File: src/rtl/reg_transfer_ctrl_if.sv
// rtl/reg_transfer_ctrl_if.sv - command handshake channel into the register-transfer sequencer
interface reg_transfer_ctrl_if #(
  parameter int REG_WIDTH = 12
) ();
  logic                 cmd_valid;
  logic                 cmd_ready;
  logic [1:0]           cmd_op;
  logic [3:0]           cmd_src;
  logic [3:0]           cmd_dst;
  logic [REG_WIDTH-1:0] cmd_imm;

  modport master (
    output cmd_valid,
    output cmd_op,
    output cmd_src,
    output cmd_dst,
    output cmd_imm,
    input  cmd_ready
  );

  modport slave (
    input  cmd_valid,
    input  cmd_op,
    input  cmd_src,
    input  cmd_dst,
    input  cmd_imm,
    output cmd_ready
  );
endinterface

File: src/rtl/reg_transfer_ctrl.sv
// rtl/reg_transfer_ctrl.sv - queued MOV/LDI/INC/RD sequencer driving one-hot register-file reads and writes
module reg_transfer_ctrl #(
  parameter int REG_COUNT  = 11,
  parameter int REG_WIDTH  = 12,
  parameter int FIFO_DEPTH = 4
) (
  input  logic                 clk,
  input  logic                 reset,
  reg_transfer_ctrl_if.slave   cmd,
  output logic [REG_COUNT-1:0] read_en,
  output logic [REG_COUNT-1:0] write_en,
  output logic [REG_WIDTH-1:0] rf_datain,
  input  logic [REG_WIDTH-1:0] rf_dataout,
  output logic                 result_valid,
  output logic [REG_WIDTH-1:0] result_data,
  output logic                 cmd_err,
  output logic                 busy
);

  localparam int PTR_W = $clog2(FIFO_DEPTH);
  localparam int CNT_W = PTR_W + 1;
  localparam logic [CNT_W-1:0] FULL_CNT  = CNT_W'(FIFO_DEPTH);
  localparam logic [4:0]       REG_LIMIT = 5'(REG_COUNT);

  localparam logic [1:0] OP_MOV = 2'b00;
  localparam logic [1:0] OP_LDI = 2'b01;
  localparam logic [1:0] OP_INC = 2'b10;
  localparam logic [1:0] OP_RD  = 2'b11;

  typedef enum logic [1:0] {
    S_IDLE   = 2'd0,
    S_READ   = 2'd1,
    S_WRITE  = 2'd2,
    S_RESULT = 2'd3
  } state_t;

  typedef struct packed {
    logic [1:0]           op;
    logic [3:0]           src;
    logic [3:0]           dst;
    logic [REG_WIDTH-1:0] imm;
  } cmd_t;

  cmd_t             fifo_mem [FIFO_DEPTH];
  logic [PTR_W-1:0] wr_ptr;
  logic [PTR_W-1:0] rd_ptr;
  logic [CNT_W-1:0] count;
  logic [CNT_W-1:0] count_d;
  cmd_t             in_cmd;
  cmd_t             head;
  logic             push;
  logic             pop;
  logic             head_bad;

  state_t           state;
  state_t           next_state;
  logic [1:0]       cur_op;
  logic [3:0]       cur_dst;

  logic [REG_COUNT-1:0] read_en_d;
  logic [REG_COUNT-1:0] write_en_d;
  logic [REG_WIDTH-1:0] rf_datain_d;
  logic [REG_WIDTH-1:0] result_data_d;
  logic                 result_valid_d;
  logic                 cmd_err_d;
  logic                 busy_d;

  function automatic logic [REG_COUNT-1:0] onehot(input logic [3:0] idx);
    logic [REG_COUNT-1:0] sel;
    sel = '0;
    for (int i = 0; i < REG_COUNT; i++) begin
      if (idx == 4'(i)) sel[i] = 1'b1;
    end
    return sel;
  endfunction

  // No pop-bypass: ready is a pure function of the registered occupancy.
  assign cmd.cmd_ready = (count != FULL_CNT);
  assign push          = cmd.cmd_valid && cmd.cmd_ready;
  assign in_cmd        = {cmd.cmd_op, cmd.cmd_src, cmd.cmd_dst, cmd.cmd_imm};
  assign head          = fifo_mem[rd_ptr];

  always_comb begin
    logic src_bad;
    logic dst_bad;
    src_bad = ({1'b0, head.src} >= REG_LIMIT);
    dst_bad = ({1'b0, head.dst} >= REG_LIMIT);
    case (head.op)
      OP_MOV:  head_bad = src_bad || dst_bad;
      OP_RD:   head_bad = src_bad;
      default: head_bad = dst_bad;
    endcase
  end

  always_comb begin
    case ({push, pop})
      2'b10:   count_d = count + CNT_W'(1);
      2'b01:   count_d = count - CNT_W'(1);
      default: count_d = count;
    endcase
  end

  always_ff @(posedge clk) begin
    if (push) fifo_mem[wr_ptr] <= in_cmd;
  end

  always_ff @(posedge clk or posedge reset) begin
    if (reset) begin
      wr_ptr <= '0;
      rd_ptr <= '0;
      count  <= '0;
    end else begin
      if (push) wr_ptr <= wr_ptr + PTR_W'(1);
      if (pop)  rd_ptr <= rd_ptr + PTR_W'(1);
      count <= count_d;
    end
  end

  // State register
  always_ff @(posedge clk or posedge reset) begin
    if (reset) begin
      state   <= S_IDLE;
      cur_op  <= OP_MOV;
      cur_dst <= '0;
    end else begin
      state <= next_state;
      if (pop) begin
        cur_op  <= head.op;
        cur_dst <= head.dst;
      end
    end
  end

  // Next-state logic: pops happen in every state except READ.
  always_comb begin
    next_state = state;
    pop        = 1'b0;
    case (state)
      S_READ: begin
        next_state = (cur_op == OP_RD) ? S_RESULT : S_WRITE;
      end
      default: begin
        if (count != '0) begin
          pop = 1'b1;
          if (head_bad)              next_state = S_IDLE;
          else if (head.op == OP_LDI) next_state = S_WRITE;
          else                       next_state = S_READ;
        end else begin
          next_state = S_IDLE;
        end
      end
    endcase
  end

  // Output logic: values for the cycle about to begin, registered below.
  always_comb begin
    read_en_d      = '0;
    write_en_d     = '0;
    rf_datain_d    = '0;
    result_valid_d = 1'b0;
    result_data_d  = result_data;
    cmd_err_d      = pop && head_bad;
    case (next_state)
      S_READ: begin
        read_en_d = onehot((head.op == OP_INC) ? head.dst : head.src);
      end
      S_WRITE: begin
        if (state == S_READ) begin
          write_en_d  = onehot(cur_dst);
          rf_datain_d = (cur_op == OP_INC) ? rf_dataout + REG_WIDTH'(1) : rf_dataout;
        end else begin
          write_en_d  = onehot(head.dst);
          rf_datain_d = head.imm;
        end
      end
      S_RESULT: result_valid_d = 1'b1;
      default: ;
    endcase
    if (state == S_READ && cur_op == OP_RD) result_data_d = rf_dataout;
    busy_d = (next_state != S_IDLE) || (count_d != '0);
  end

  always_ff @(posedge clk or posedge reset) begin
    if (reset) begin
      read_en      <= '0;
      write_en     <= '0;
      rf_datain    <= '0;
      result_valid <= 1'b0;
      result_data  <= '0;
      cmd_err      <= 1'b0;
      busy         <= 1'b0;
    end else begin
      read_en      <= read_en_d;
      write_en     <= write_en_d;
      rf_datain    <= rf_datain_d;
      result_valid <= result_valid_d;
      result_data  <= result_data_d;
      cmd_err      <= cmd_err_d;
      busy         <= busy_d;
    end
  end

endmodule

File: src/flat_wrapper.sv
// flat-port wrapper written by rule: the top's interface ports become plain ports
module reg_transfer_ctrl_flat 
#(
  parameter int REG_COUNT  = 11,
  parameter int REG_WIDTH  = 12,
  parameter int FIFO_DEPTH = 4
)
  (clk, reset, read_en, write_en, rf_datain, rf_dataout, result_valid, result_data, cmd_err, busy, cmd_cmd_valid, cmd_cmd_op, cmd_cmd_src, cmd_cmd_dst, cmd_cmd_imm, cmd_cmd_ready);
  reg_transfer_ctrl_if #(.REG_WIDTH(REG_WIDTH)) cmd_i ();
  input  logic clk;
  input  logic reset;
  output logic [REG_COUNT-1:0] read_en;
  output logic [REG_COUNT-1:0] write_en;
  output logic [REG_WIDTH-1:0] rf_datain;
  input  logic [REG_WIDTH-1:0] rf_dataout;
  output logic result_valid;
  output logic [REG_WIDTH-1:0] result_data;
  output logic cmd_err;
  output logic busy;
  input wire logic [$bits(cmd_i.cmd_valid)-1:0] cmd_cmd_valid;
  input wire logic [$bits(cmd_i.cmd_op)-1:0] cmd_cmd_op;
  input wire logic [$bits(cmd_i.cmd_src)-1:0] cmd_cmd_src;
  input wire logic [$bits(cmd_i.cmd_dst)-1:0] cmd_cmd_dst;
  input wire logic [$bits(cmd_i.cmd_imm)-1:0] cmd_cmd_imm;
  output wire logic [$bits(cmd_i.cmd_ready)-1:0] cmd_cmd_ready;
  assign cmd_i.cmd_valid = cmd_cmd_valid;
  assign cmd_i.cmd_op = cmd_cmd_op;
  assign cmd_i.cmd_src = cmd_cmd_src;
  assign cmd_i.cmd_dst = cmd_cmd_dst;
  assign cmd_i.cmd_imm = cmd_cmd_imm;
  assign cmd_cmd_ready = cmd_i.cmd_ready;
  reg_transfer_ctrl #(.REG_COUNT(REG_COUNT), .REG_WIDTH(REG_WIDTH), .FIFO_DEPTH(FIFO_DEPTH)) u_core (.clk(clk), .reset(reset), .cmd(cmd_i), .read_en(read_en), .write_en(write_en), .rf_datain(rf_datain), .rf_dataout(rf_dataout), .result_valid(result_valid), .result_data(result_data), .cmd_err(cmd_err), .busy(busy));
endmodule
File: config.mk
export PLATFORM = sky130hd
export DESIGN_NAME = reg_transfer_ctrl_flat
export DESIGN_NICKNAME = d
export VERILOG_FILES = /design/src/rtl/reg_transfer_ctrl_if.sv /design/src/rtl/reg_transfer_ctrl.sv /design/src/flat_wrapper.sv
export SDC_FILE = /design/constraint.sdc
export NUM_CORES = 1
export LEC_CHECK = 0
export BUFFER_PORTS_ARGS = -buffer_cell sky130_fd_sc_hd__buf_4
export CORE_MARGIN = 1
export CORE_UTILIZATION = 54
export CTS_BUF_LIST = sky130_fd_sc_hd__clkbuf_8
export DETAILED_ROUTE_END_ITERATION = 7
export HOLD_SLACK_MARGIN = 0.1
export PLACE_DENSITY_LB_ADDON = 0.2
export SYNTH_ARGS = -nofsm -noshare
export SYNTH_HDL_FRONTEND = slang
export SYNTH_SLANG_ARGS = --single-unit
File: constraint.sdc
create_clock -name clk -period 2.6 [get_ports clk]
set_input_delay 0.26 -clock clk [delete_from_list [all_inputs] [get_ports clk]]
set_output_delay 0.26 -clock clk [all_outputs]
set_load 0.1 [all_outputs]
# ---- Yosys cells after proc, flatten, opt, wreduce, memory -nomap -nowiden
# Memories as Yosys holds them, arrays and structs flattened.
# Index checks and enable logic that the tools add are counted.
# Widths: inputs -> output; s select.
dict set report op_classes {
  n_addsub 5
  magnitude_cmp 2
  n_eq_ne 42
  muxes 52
  reduce_logical 12
}
# operator count
set op_table {}
lappend op_table {{$eq 4x3->1 const B} 12}
lappend op_table {{$mux 1} 39}
lappend op_table {{$eq 4x4->1 const B} 9}
lappend op_table {{$mux 12} 3}
lappend op_table {{$mux 11} 3}
lappend op_table {{$eq 4x2->1 const B} 6}
lappend op_table {{$eq 2x2->1 const B} 7}
lappend op_table {{$add 12x1->12 const B} 1}
lappend op_table {{$eq 4x1->1 const B} 3}
lappend op_table {{$logic_not 4->1} 3}
lappend op_table {{$eq 2x1->1 const B} 4}
lappend op_table {{$ge 4x4->1 const B} 2}
lappend op_table {{$mux 2} 4}
lappend op_table {{$pmux 3 s2} 1}
lappend op_table {{$reduce_bool 3->1} 2}
lappend op_table {{$add 2x1->2 const B} 2}
lappend op_table {{$mux 4} 1}
lappend op_table {{$add 3x1->3 const B} 1}
lappend op_table {{$logic_and 1x1->1} 3}
lappend op_table {{$ne 3x3->1 const B} 1}
lappend op_table {{$sub 3x1->3 const B} 1}
lappend op_table {{$logic_not 2->1} 1}
lappend op_table {{$logic_or 1x1->1} 2}
lappend op_table {{$pmux 1 s2} 1}
lappend op_table {{$reduce_bool 2->1} 1}
dict set report totals {
  regBits 64
  mem_bits_rw 88
  inputBits 37
  output_inout_bits 50
  word_cells 127
  n_memories 1
}
# memory words word_bits rd rd_ports_with_merged_regs write_ports line
set memory_table {}
lappend memory_table {u_core.fifo_mem 4 22 1 0 1 reg_transfer_ctrl.sv:44} ;# cmd_t fifo_mem [FIFO_DEPTH];

# ---- Depth between registers and ports, before layout
# An unclocked memory read counts as a cell.
dict set report logic_depth {
  word_depth 9
  ltp_mapped 11
  mapped_depth_nobuf 11
}

# ---- Worst setup path after synthesis
# Ideal clock, no wire load.
dict set report synth_path {
  path_kind {register to register}
  from {reg u_core.count[0]}
  to {reg u_core.busy}
  setup_ps 137
  arrival_ps 3070
  required_time_ps 2463
  path_slack_ps -608
  stages_incl_launch_ff 12
  path_buffers 0
  synth_period_minus_slack_ps 3208
  cell_sequence {dfrtp_1 inv_1 nand3_1 and2_1 inv_1 ha_1 inv_1 fa_1 xor2_1 xnor2_1 o31ai_1 o211ai_1}
}
dict set report synth_via {
  elab_cells_between_ends 15
  cone_classes {add/sub: 2; eq/ne: 3; mux: 5; reduce/logical: 5}
}
# item line
set synth_rtl {}
lappend synth_rtl {{start: declaration} reg_transfer_ctrl.sv:47} ;# logic [CNT_W-1:0] count;
lappend synth_rtl {{start signal: assignment} reg_transfer_ctrl.sv:115} ;# count <= count_d;
lappend synth_rtl {{$ne 3x3->1 (*)} reg_transfer_ctrl.sv:78} ;# assign cmd.cmd_ready = (count != FULL_CNT);
lappend synth_rtl {{net cmd_cmd_ready} flat_wrapper.sv:25} ;# output wire logic [$bits(cmd_i.cmd_ready)-1:0] cmd_cmd_ready;
lappend synth_rtl {{$logic_and 1x1->1 (*)} reg_transfer_ctrl.sv:79} ;# assign push = cmd.cmd_valid && cmd.cmd_ready;
lappend synth_rtl {{$eq 2x1->1 or $eq 2x2->1 (tied branches)} reg_transfer_ctrl.sv:96} ;# case ({push, pop})
lappend synth_rtl {{$pmux 3 s2 (*)} reg_transfer_ctrl.sv:96}
lappend synth_rtl {{$reduce_bool 3->1 (*)} reg_transfer_ctrl.sv:180} ;# busy_d = (next_state != S_IDLE) || (count_d != '0);
lappend synth_rtl {{$logic_or 1x1->1 (*)} reg_transfer_ctrl.sv:180}
lappend synth_rtl {{net u_core.busy_d} reg_transfer_ctrl.sv:66} ;# logic busy_d;
lappend synth_rtl {{end signal: assignment} reg_transfer_ctrl.sv:199} ;# busy <= busy_d;
lappend synth_rtl {{end: declaration} reg_transfer_ctrl.sv:17} ;# output logic busy
# Mark *: on every way through the listed nets, which the timed path passes. The rest lies on a longest branch.
# A chain may end at the register's enable or synchronous reset.

==> flow_summary.yaml <==
run_status:
  run_status: "complete, no violations"
placement:
  dpl.cell_count: 668
  hpwl_mm: 8.60
  gp_congestion: 0.818
  io_buffers: 86
synthesis:
  yosysWarnings: 0
  ys_seq_area_frac: 0.674
  syn_area_sq_mm: 0.00630
  ys_types: 46
  postSynth.asyncResetShare: 0.421
  syn_area_per_cell_sq_um: 14.4
  synth_edf_count: 88
  synth_nets: 485
  synthCells: 437
  synth_top_flop_cell: "edfxtp_1"
  ys_ff_latch: 152
flow_run:
  drv_cap: 0
timing:
  finalCriticalPeriod_ns: 2.50
  finalCritPeriodShare: 0.963
  worstMarginPinSlew_ns: 0.489
  max_freq_mhz: 399
  finalHoldViolations: 0
  timing.slew.headroom: 0.674
  setup_viol: 0
  fin_skew_ns: 0.0166
  slew_violations: 0
worst_setup_path:
  path_max_fanout: 6
  crit_path_start_kind: "flip-flop"
  r2r_slack_ns: 0.1
  ff2ff_path_depth: 8
  rr_startpoint: "u_core.rd_ptr[0]$_DFFE_PP0P_"
  worst_ep_arrival_time_ns: 2.85
  critPathCaptureType: "flip-flop"
  crit_required_ns: 2.95
  worstSetupPathType: "reg -> reg"
  cp-startpoint: "u_core.rd_ptr[0]$_DFFE_PP0P_"
  crit_end: "u_core.write_en[8]$_DFF_PP0_"
  timing.rr.end: "u_core.write_en[8]$_DFF_PP0_"
cells_and_area:
  num_antenna_cells: 0
  final_layout_size_suffix_gt1_frac: 0.297
  final_common_cell: "buf_4"
  multi_input_area_sq_mm: 0.00196
  fillCellCount: 772
  area_growth_pct: 27.4
  layout_common_cells: "buf_4, edfxtp_1, nand2_1"
  final_cells: 738
  seq_area_sq_mm: 0.00425
  final_nets: 630
floorplanning:
  io_pins: 87
  initial_core_util: 0.554
  die_h_um: 110
  dieArea_sq_mm: 0.0121
  core_sq_mm: 0.0114
  die_x_um: 110
  rows: 39
drt:
  drtPass1Iterations: 4
  routedWlPerCell_um: 17.1
  drt_iter0_drc: 203
  drc: 0
  vias_per_cell: 5.38
  wirelength_mm: 12.6
  postRouteAntennaNets: 0
  num_vias: 3973
worst_hold_path:
  worstHoldPathType: "in -> reg"
clock_network:
  clkTransAtPathRegs_ns: 0.08
  clk_path_buf_depth: 2
  cts-htree-levels: 4
  cts_tree: "yes"
  clkSinkCount: 152
  cts_root_buf: "clkbuf_8"
  cts_made_buffers: 17
  clkLatencyLatePin_ns: 0.44
grt:
  met2_usage: 0.362
  grtUsageMet1: 0.300
  grt_pass1_vias: 3913
  grt_busiest_layer: "met2"
  grt_max_degree: 53
  grt_pass1_wl_mm: 19.5
  grt_usage: 0.225
  gr-total-overflow: 0
  antenna_found_initial: 0
  gr-usage-met3: 0.0523
==> worst min-delay path by stage <==
stage	to	start	depth (start not counted)
3_3_place_gp	u_core.write_en[4]$_DFF_PP0_	reset	2
3_5_place_dp	u_core.write_en[4]$_DFF_PP0_	reset	2
5_1_grt	u_core.wr_ptr[0]$_DFFE_PP0P_	cmd_cmd_valid	3
4_1_cts	u_core.wr_ptr[0]$_DFFE_PP0P_	cmd_cmd_valid	3
2_1_floorplan	u_core.fifo_mem[0][0]$_DFFE_PP_	cmd_cmd_imm[0]	0
6_report	u_core.wr_ptr[0]$_DFFE_PP0P_	cmd_cmd_valid	3
==> flip-flops by register name, summed over array words and instances, names as in the netlist <==
name / flops
u_core.wr_ptr: 2
u_core.fifo_mem: 88
u_core.count: 3
u_core.busy: 1
u_core.write_en: 11
u_core.cur_dst: 4
u_core.rd_ptr: 2
u_core.result_valid: 1
u_core.cur_op: 2
u_core.rf_datain: 12
u_core.result_data: 12
u_core.read_en: 11
u_core.cmd_err: 1
u_core.state: 2
==> metrics by stage <==
step	area (sq um)	TNS, ns	util	worst slack, ns	hold slack (ns)
2_1_floorplan	6330	0	-	0.00475	0.359
3_3_place_gp	7210	0	0.634	0.0369	0.217
3_5_place_dp	7210	-0.0878	0.634	-0.0292	0.227
4_1_cts	7990	0	0.703	0.0162	0.212
5_1_grt	8020	-0.0355	0.705	-0.0146	0.218
6_report	8020	0	0.705	0.0964	0.232
==> kinds of logic (layout without fill, tap and decap cells) <==
group | count (synthesis) | after routing | share of synthesized area
AO/OA/AOI/OAI | 41 | 41 | 0.0437
XOR/XNOR | 18 | 18 | 0.0250
adder cells (fa/ha/maj) | 11 | 11 | 0.0231
buffers and inverters | 29 | 187 | 0.0205
flip-flops | 152 | 152 | 0.674
multiplexers | 31 | 31 | 0.0962
AND/OR/NAND/NOR | 155 | 155 | 0.117
==> layer usage <==
metal	share of wire	wire length, um
met5	0	0
met4	0.011	142
met1	0.44	5520
met3	0.047	592
met2	0.50	6360
==> final cells by class <==
type / count / area share
clock buffer: 18 / 0.0309
clock inverter: 14 / 0.0214
inverter: 14 / 0.00655
multi-input combinational: 256 / 0.245
sequential: 152 / 0.529
tap: 143 / 0.0223
timing repair buffer: 141 / 0.144
==> Yosys cell counts (2+ instances only) <==
library cell  instances  area, sq um
o32ai_1               2         17.5
ha_1                 10          125
a21o_1                2         15.0
xor2_1                4         35.0
mux2_2                6         67.6
buf_6                 2         22.5
buf_1                 2         7.51
mux4_2               23          518
dfrtp_1              64         1600
xnor2_1              14          123
a21oi_1              22          110
nand2_1              65          244
nor2b_1               5         31.3
a211oi_2              2         25.0
clkbuf_1              7         26.3
buf_2                 4         20.0
edfxtp_1             88         2640
and4b_1               2         20.0
nor3b_1               6         45.0
and3_1                6         37.5
nand4_1               5         31.3
nand3_1              10         50.1
and2_1                3         18.8
a32oi_1               2         17.5
nor2_1               25         93.8
inv_1                14         52.6
nor3_1               16         80.1
nand2b_1              6         37.5
o21ai_0               2         10.0
mux2i_1               2         20.0
==> worst max-delay path, cell delays in order, from the launching register on <==
cell      delay, ns
dfrtp_2        0.41
mux4_2         0.56
inv_1          0.11
ha_1           0.25
o21a_1         0.19
a311o_1        0.37
o21bai_4       0.18
buf_4          0.16
nor3_1         0.19
==> what timing repair did <==
item | CTS | global route
resized for setup | 0 | 4
setup buffers | 2 | 1
endpoints found under the hold margin | 157 | 0
endpoints found under the setup margin | 8 | 14
hold buffers | 35 | 0
pin swaps | 1 | 1
Power is left out: the tool's default activity adds up to more than one toggle a clock period on the data nets, which glitch-free logic cannot reach.
